[config.mk]
export PLATFORM = sky130hd
export DESIGN_NAME = uart_tx_serializer_flat
export DESIGN_NICKNAME = d
export VERILOG_FILES = /design/src/rtl/uart_pkg.sv /design/src/rtl/uart_tx_serializer_if.sv /design/src/rtl/uart_baud_counter.sv /design/src/rtl/uart_tx_serializer.sv /design/src/flat_wrapper.sv
export SDC_FILE = /design/constraint.sdc
export NUM_CORES = 1
export LEC_CHECK = 0
export BUFFER_PORTS_ARGS = -buffer_cell sky130_fd_sc_hd__buf_2
export CAP_MARGIN = 5
export CORE_MARGIN = 4
export CORE_UTILIZATION = 30
export CTS_BUF_LIST = sky130_fd_sc_hd__clkbuf_4 sky130_fd_sc_hd__clkbuf_8
export DETAILED_ROUTE_END_ITERATION = 12
export GPL_ROUTABILITY_DRIVEN = 0
export GPL_TIMING_DRIVEN = 0
export SLEW_MARGIN = 20
export SYNTH_ARGS = -nofsm -noshare
export SYNTH_HDL_FRONTEND = slang
export SYNTH_SLANG_ARGS = --single-unit
[constraint.sdc]
create_clock -name clk_i -period 2.7 [get_ports clk_i]
set_clock_uncertainty 0.2 [all_clocks]
set_input_delay 0.135 -clock clk_i [delete_from_list [all_inputs] [get_ports clk_i]]
set_output_delay 0.135 -clock clk_i [all_outputs]
set_load 0.03 [all_outputs]
[src/rtl/uart_pkg.sv]
// Shared UART definitions: transmitter state encoding, default bit period
// and the parity helper used by both the transmitter and the receiver.
package uart_pkg;

    typedef enum logic [2:0] {
        IDLE,
        START,
        DATA,
        PARITY,
        STOP
    } uart_tx_state_e;

    // 25 MHz / 115200 baud
    localparam int unsigned CLKS_PER_BIT_DEFAULT = 217;
    localparam int unsigned DATA_WIDTH_MAX       = 9;

    function automatic logic even_parity(input logic [DATA_WIDTH_MAX-1:0] data);
        return ^data;
    endfunction

endpackage

[src/rtl/uart_tx_serializer_if.sv]
// valid/yumi stream link between an elastic pipeline stage (master) and the
// UART transmitter (slave) that consumes one word per frame.
interface uart_tx_serializer_if #(
    parameter int unsigned data_width_p = 8
) ();

    logic                    valid_i;
    logic [data_width_p-1:0] data_i;
    logic                    yumi_o;

    modport master (
        output valid_i,
        output data_i,
        input  yumi_o
    );

    modport slave (
        input  valid_i,
        input  data_i,
        output yumi_o
    );

endinterface

[src/rtl/uart_baud_counter.sv]
// Bit-period counter: counts 0..clks_per_bit_p-1 while enabled and flags the
// terminal count. Shared between the UART transmitter and receiver.
module uart_baud_counter import uart_pkg::*; #(
    parameter int unsigned clks_per_bit_p = CLKS_PER_BIT_DEFAULT
) (
    input  logic clk_i,
    input  logic reset_ni,
    input  logic clear_i,
    input  logic en_i,
    output logic tick_o
);

    localparam int unsigned            cnt_w_lp    = (clks_per_bit_p > 1) ? $clog2(clks_per_bit_p) : 1;
    localparam logic [cnt_w_lp-1:0]    terminal_lp = cnt_w_lp'(clks_per_bit_p - 1);

    logic [cnt_w_lp-1:0] r_count;
    logic                w_terminal;

    assign w_terminal = (r_count == terminal_lp);
    assign tick_o     = en_i & w_terminal;

    always_ff @(posedge clk_i or negedge reset_ni) begin
        if (!reset_ni) begin
            r_count <= '0;
        end else if (clear_i) begin
            // NOTE: non-blocking so every flop samples pre-edge values, whatever the block order.
            r_count <= '0;
        end else if (en_i) begin
            r_count <= w_terminal ? '0 : r_count + 1'b1;
        end
    end

endmodule

[src/rtl/uart_tx_serializer.sv]
// UART transmitter consuming a valid/yumi stream: start bit, data LSB first,
// optional even parity, then one or two stop bits on a registered tx line.
module uart_tx_serializer import uart_pkg::*; #(
    parameter int unsigned data_width_p   = 8,
    parameter int unsigned clks_per_bit_p = CLKS_PER_BIT_DEFAULT,
    parameter int unsigned parity_en_p    = 0,
    parameter int unsigned stop_bits_p    = 1
) (
    input  logic                 clk_i,
    input  logic                 reset_ni,
    uart_tx_serializer_if.slave  up_if,
    output logic                 tx_o,
    output logic                 busy_o
);

    localparam int unsigned          idx_w_lp         = $clog2(data_width_p + 1);
    localparam logic [idx_w_lp-1:0]  last_data_idx_lp = idx_w_lp'(data_width_p - 1);
    localparam logic [idx_w_lp-1:0]  last_stop_idx_lp = idx_w_lp'(stop_bits_p - 1);

    uart_tx_state_e          r_state, w_next_state;
    logic                    r_tx, w_tx_next;
    logic [data_width_p-1:0] r_shift, w_shift_next;
    logic                    r_parity, w_parity_next;
    logic [idx_w_lp-1:0]     r_bit_idx, w_bit_idx_next;
    logic                    w_yumi;
    logic                    w_busy;
    logic                    w_tick;

    // reset_ni gates yumi so an undriven valid_i during reset never leaks upstream
    assign w_yumi       = (r_state == IDLE) & up_if.valid_i & reset_ni;
    assign w_busy       = (r_state != IDLE);
    assign up_if.yumi_o = w_yumi;
    assign tx_o         = r_tx;
    assign busy_o       = w_busy;

    uart_baud_counter #(
        .clks_per_bit_p (clks_per_bit_p)
    ) u_baud (
        .clk_i    (clk_i),
        .reset_ni (reset_ni),
        .clear_i  (w_yumi),
        .en_i     (w_busy),
        .tick_o   (w_tick)
    );

    always_comb begin
        // NOTE: every output of this block gets a default first so no path infers a latch.
        w_next_state   = r_state;
        w_tx_next      = r_tx;
        w_shift_next   = r_shift;
        w_parity_next  = r_parity;
        w_bit_idx_next = r_bit_idx;

        case (r_state)
            IDLE: begin
                w_tx_next = 1'b1;
                if (w_yumi) begin
                    w_next_state   = START;
                    w_tx_next      = 1'b0;
                    w_shift_next   = up_if.data_i;
                    w_parity_next  = even_parity(DATA_WIDTH_MAX'(up_if.data_i));
                    w_bit_idx_next = '0;
                end
            end
            START: begin
                if (w_tick) begin
                    w_next_state = DATA;
                    w_tx_next    = r_shift[0];
                end
            end
            DATA: begin
                if (w_tick) begin
                    if (r_bit_idx == last_data_idx_lp) begin
                        w_bit_idx_next = '0;
                        if (parity_en_p != 0) begin
                            w_next_state = PARITY;
                            w_tx_next    = r_parity;
                        end else begin
                            w_next_state = STOP;
                            w_tx_next    = 1'b1;
                        end
                    end else begin
                        w_bit_idx_next = r_bit_idx + 1'b1;
                        w_shift_next   = r_shift >> 1;
                        w_tx_next      = r_shift[1];
                    end
                end
            end
            PARITY: begin
                if (w_tick) begin
                    w_next_state   = STOP;
                    w_tx_next      = 1'b1;
                    w_bit_idx_next = '0;
                end
            end
            STOP: begin
                // r_bit_idx is reused here to count stop bits
                if (w_tick) begin
                    if (r_bit_idx == last_stop_idx_lp) begin
                        w_next_state   = IDLE;
                        w_bit_idx_next = '0;
                    end else begin
                        w_bit_idx_next = r_bit_idx + 1'b1;
                    end
                end
            end
            default: begin
                w_next_state = IDLE;
                w_tx_next    = 1'b1;
            end
        endcase
    end

    always_ff @(posedge clk_i or negedge reset_ni) begin
        if (!reset_ni) begin
            r_state   <= IDLE;
            r_tx      <= 1'b1;
            r_shift   <= '0;
            r_parity  <= 1'b0;
            r_bit_idx <= '0;
        end else begin
            r_state   <= w_next_state;
            r_tx      <= w_tx_next;
            r_shift   <= w_shift_next;
            r_parity  <= w_parity_next;
            r_bit_idx <= w_bit_idx_next;
        end
    end

endmodule

[src/flat_wrapper.sv]
// flat-port wrapper written by rule: the top's interface ports become plain ports
module uart_tx_serializer_flat import uart_pkg::*;
#(
    parameter int unsigned data_width_p   = 8,
    parameter int unsigned clks_per_bit_p = CLKS_PER_BIT_DEFAULT,
    parameter int unsigned parity_en_p    = 0,
    parameter int unsigned stop_bits_p    = 1
)
  (clk_i, reset_ni, tx_o, busy_o, up_if_valid_i, up_if_data_i, up_if_yumi_o);
  uart_tx_serializer_if #(.data_width_p(data_width_p)) up_if_i ();
  input  logic clk_i;
  input  logic reset_ni;
  output logic tx_o;
  output logic busy_o;
  input wire logic [$bits(up_if_i.valid_i)-1:0] up_if_valid_i;
  input wire logic [$bits(up_if_i.data_i)-1:0] up_if_data_i;
  output wire logic [$bits(up_if_i.yumi_o)-1:0] up_if_yumi_o;
  assign up_if_i.valid_i = up_if_valid_i;
  assign up_if_i.data_i = up_if_data_i;
  assign up_if_yumi_o = up_if_i.yumi_o;
  uart_tx_serializer #(.data_width_p(data_width_p), .clks_per_bit_p(clks_per_bit_p), .parity_en_p(parity_en_p), .stop_bits_p(stop_bits_p)) u_core (.clk_i(clk_i), .reset_ni(reset_ni), .up_if(up_if_i), .tx_o(tx_o), .busy_o(busy_o));
endmodule
# After elaboration in Yosys (flattened, before gate mapping)

Index checks and enable logic that the tools add are counted.

Bits of input ports: 11
Logic and storage cells: 63
Output and inout port bits: 3
Flip-flop bits (word level): 24

Multiplexer cells: 28
Add/subtract/negate cells: 2
Reductions and logical operators: 10
Equal/unequal tests: 14
Bitwise logic cells: 4

Operator list:

| cell                  | number |
|---|---|
| $mux W8               | 6 |
| $mux W4               | 6 |
| $mux W3               | 7 |
| $pmux W4 S4           | 1 |
| $pmux W8 S2           | 1 |
| $pmux W3 S5           | 1 |
| $ne A2 B2 Y1 const B  | 6 |
| $add A8 B1 Y8 const B | 1 |
| $eq A8 B8 Y1 const B  | 1 |
| $reduce_and A4 Y1     | 2 |
| $reduce_and A7 Y1     | 1 |
| $eq A3 B2 Y1 const B  | 2 |
| $mux W1               | 5 |
| $pmux W1 S5           | 1 |
| $reduce_and A5 Y1     | 1 |
| $add A4 B1 Y4 const B | 1 |
| $eq A4 B3 Y1 const B  | 1 |
| $logic_not A4 Y1      | 1 |
| $ne A2 B1 Y1 const B  | 2 |
| $reduce_bool A2 Y1    | 2 |
| $reduce_bool A4 Y1    | 1 |
| $and A1 B1 Y1         | 3 |
| $eq A3 B1 Y1 const B  | 1 |
| $eq A3 B3 Y1 const B  | 1 |
| other kinds (3)       | 3 |

# Longest topological paths before layout

Depth after elaboration: 5
Mapped depth: 6
Depth with buffers taken out: 6

# Hierarchy

Synthesis repeated with hierarchy kept, for this count alone.

Cells, all modules: 156
Area total of the unflattened synthesis: 1,485.2 µm²

By module, submodules not included:

| module             | instances | area an instance (µm²) | sequential area each (µm²) | cells an instance |
|---|---|---|---|---|
| uart_tx_serializer | 1         | 1,011.0                | 401.6                      | 106 |
| uart_baud_counter  | 1         | 474.2                  | 200.2                      | 50 |

# Worst setup path after synthesis

OpenSTA, ideal clock, no wires.

Path type: reg2reg
Start: register u_core.r_state[1]
End: register u_core.r_shift[0]
Data required time: 2,375 ps
Clock period less this slack: 2,042 ps
Data arrival time: 1,717 ps
Stages on the path, launching flop included: 7
Library setup time: 125 ps
Path buffers: 1
Setup slack: 658 ps
Cell sequence: dfrtp_1 buf_4 nor3_4 nand3_1 inv_1 o22ai_2 mux2_2

Word-level cells in the longest chain between the ends: 5
Elaborated cells on any way between the ends: 12
Classes of those cells: 4 x eq/ne; 1 x mux; 3 x bitwise; 4 x reduce/logical

RTL lines:

| item                        | line                      | text |
|---|---|---|
| from (decl)                 | uart_tx_serializer.sv:20  | `uart_tx_state_e r_state, w_next_state;` |
| from (signal assigned)      | uart_tx_serializer.sv:122 | `r_state <= w_next_state;` |
| $logic_not A3 Y1            | uart_tx_serializer.sv:30  | `assign w_yumi = (r_state == IDLE) & up_if.valid_i & reset_ni;` |
| $and A1 B1 Y1 (2 in series) | uart_tx_serializer.sv:30  |  |
| net up_if_yumi_o            | flat_wrapper.sv:17        | `output wire logic [$bits(up_if_i.yumi_o)-1:0] up_if_yumi_o;` |
| $ne A2 B2 Y1 (no line)      | -                         |  |
| $reduce_and A4 Y1 (no line) | -                         |  |
| to (signal assigned)        | uart_tx_serializer.sv:124 | `r_shift <= w_shift_next;` |
| to (decl)                   | uart_tx_serializer.sv:22  | `logic [data_width_p-1:0] r_shift, w_shift_next;` |

The timed path passes the listed nets, and every way through them passes these cells.
A chain may end at the register's enable or synchronous reset.

# Worst setup path after layout

Start: input reset_ni
End: register u_core.r_shift[0]

Word-level cells in the longest chain between the ends: 3

RTL lines:

| item                        | line                     | text |
|---|---|---|
| from (decl)                 | flat_wrapper.sv:12       | `input logic reset_ni;` |
| $and A1 B1 Y1               | uart_tx_serializer.sv:30 |  |
| $ne A2 B2 Y1 (no line)      | -                        |  |
| $reduce_and A4 Y1 (no line) | -                        |  |

No other way between the ends.

==> metrics <==
status=finished with violations; failing checks=negative hold slack; final setup fails=0; largest net degree at the start of global routing=29; Post-Synthesis Cells=154; Post-CTS Resized=0; fin. max-slew vios=0; DR DRC count=0; diode count=0; Critical Path Sink Type=register; Synthesized Nets=169; CP required=2650 ps; Root Driver=clkbuf_8; drt wl/cell=12.6 µm; clock sink count=24; Storage cell area=602 µm²; Pre-Repair DR Iteration Count=4; Die Y-Extent=77.0 µm; Final Cell Area=1680 µm²; fin worst setup slack=388 ps; Cell Area, Placed=1560 µm²; hold wc startpoint=up_if_data_i[1]; H-tree level count=1; Area Growth Syn to Fin=17.5%; RSZ-0062 raised after global routing=no; later-pin clock latency in the skew report=270 ps; delay-heaviest family, CP=buffers and inverters; R2R Path Start=u_core.r_state[1]; initial antenna violation count=0; core box area=4470 µm²; prevailing post-synth register cell=dfrtp_1; Filler Cell Count=452; CP Class=in2reg; time the worst path needs with I/O delays and setup=2310 ps; fraction of layout cells with a size suffix above 1=19.7%; distinct cell type count after synthesis=41; synthesized flop and latch total=24; top cells by area, synth=dfrtp_1 40%, nand2_1 9.5%, mux2_2 6.3%; setup TNS=0 ps; CP max stage delay=530 ps; GRT Total Usage=10.7%; port bufs=13; vias in the first global route=1,142; 1st-iter DRT viols=60; reg-to-reg slack, setup=600 ps; critical path data arrival time=2260 ps; f_max=433 MHz; Die Area=5920 µm²; Post-Syn Area per Cell=9.26 µm²; WHS Path Cells=4; die width=77.0 µm; commonest cells after routing, fill and taps aside=36 x nand2_1, 23 x dfrtp_1, 13 x buf_2; Async S/R FF share, synth=100%; CP max stage cell=dlygate4sd3_1; Num CTS Buffers=3; Total Wirelength=2900 µm; first-pass GRT wire length=5220 µm; # IOs=14; Max-slew headroom=57.8%; critical path fanouts, max=28; clock buffer depth=2; Worst Hold Slack=-2.57 ps; initial core utilization=31.9%; Final ANT Viol Nets=0; synthesized area=1430 µm²; commonest non-fill, non-tap cell in the layout=nand2_1; Core Rows=24; Power Total=0.614 mW; end of the worst hold path=u_core.r_shift[1]; yosys warns=0; HP Class=in2reg; area of the multi-input gates=746 µm²; CP startpoint kind=input port; post-DP HPWL=2040 µm; crit path cell chain=dlygate4sd3_1 > buf_2 > nand3_1 > inv_1 > o22ai_2 > mux2_2; Worst-path clk slew=90 ps; Place WS=583 ps; Final Cycle Share=85.6%; Post-synth EDFFs=0; r2r endpoint=u_core.r_shift[0]; Pwr per Cell Area=367 nW/µm²; Max Cap Viol=0; final number of hold-violating endpoints=1; Leak=0.795 nW; CTS tree=yes; grt ovf=0; nets=194; via-per-instance ratio=5.07; vias post-DR=1,166; Seq/Total Area, Yosys=42.2%; Synth top area share=40.4%; worst vdd ir=0.161 mV; reg2reg path depth=6; WP buf/inv=3; Worst-Margin Slew=632 ps; leading area contributor after synthesis=dfrtp_1
[stage by stage]
| stage | util (%) | hold slack (ps) | instances |
|---|---|---|---|
| global placement | 34.8 | -7.55 | 219 |
| detailed placement | 34.8 | -6.66 | 219 |
| floorplan | - | -361 | 154 |
| global route | 37.4 | 13.9 | 230 |
| finish | 37.4 | -2.57 | 230 |
| CTS | 37.4 | 0.195 | 230 |
[cell type report]
class,instances,area share [%]
timing repair buffer,20,8.07
multi-input combinational,115,44.5
clock buffer,4,2.91
sequential,24,35.9
buffer,4,2.24
tap,52,3.88
inverter,11,2.46
[cell usage after synthesis, types with 3 or more instances]
library cell  count
nand3_1           5
dfrtp_1          23
nor3_1            4
o21ai_0          10
nand2_1          36
ha_1              4
mux2_2            8
a21oi_1           7
nor2_1            4
mux2i_1           3
inv_1            11
[worst min-delay path, delay by kind of cell]
family	cells	cell delay [ps]
buf+inv	1	80
mux	1	130
simple gates	2	100
[how the worst max path moves through the flow]
stage / start / slack [ps] / endpoint / cells past startpoint
2_1_floorplan: u_core.r_state[1] / 660 / u_core.r_shift[0] / 6
3_3_place_gp: reset_ni / 600 / u_core.r_shift[2] / 5
3_5_place_dp: reset_ni / 580 / u_core.r_shift[0] / 5
4_1_cts: reset_ni / 330 / u_core.r_shift[0] / 6
5_1_grt: reset_ni / 130 / u_core.r_shift[0] / 6
6_report: reset_ni / 390 / u_core.r_shift[0] / 6
[registers in the layout (all words and copies together) (netlist names)]
| register | flops |
|---|---|
| u_core.r_state | 3 |
| u_core.tx_o | 1 |
| u_core.u_baud.r_count | 8 |
| u_core.r_bit_idx | 4 |
| u_core.r_shift | 8 |
[power by group]
part,internal [mW],leakage [nW],total [mW],switching (mW)
registers,0.359,0.302,0.359,0
logic,0.0122,0.467,0.0240,0.0119
clock network,0.116,0.0262,0.231,0.115
total,0.487,0.795,0.614,0.127
[cell families (layout without fill, tap and decap cells)]
logic type      Yosys count  after routing  share of synthesized area [%]
mux                      11             11                           8.42
flops                    24             24                           42.2
xor+xnor                  3              3                           1.84
buf+inv                  15             39                           5.53
compound gates           34             34                           16.0
fa+ha+maj                 4              4                           3.51
simple gates             63             63                           22.5
[per-layer routing]
metal	track usage (%)	vias up	share of wire [%]
met5	0	-	0
met4	4.89	0	2.0
met3	1.41	5	3.0
met2	17.2	22	47
met1	14.3	552	48
li1	-	587	-
[what timing repair did]
item	4_1_cts	5_1_grt
hold buffers	7	0
setup buffers	0	0
hold endpoints to repair	29	0
Power figures use the tool's default switching activity.
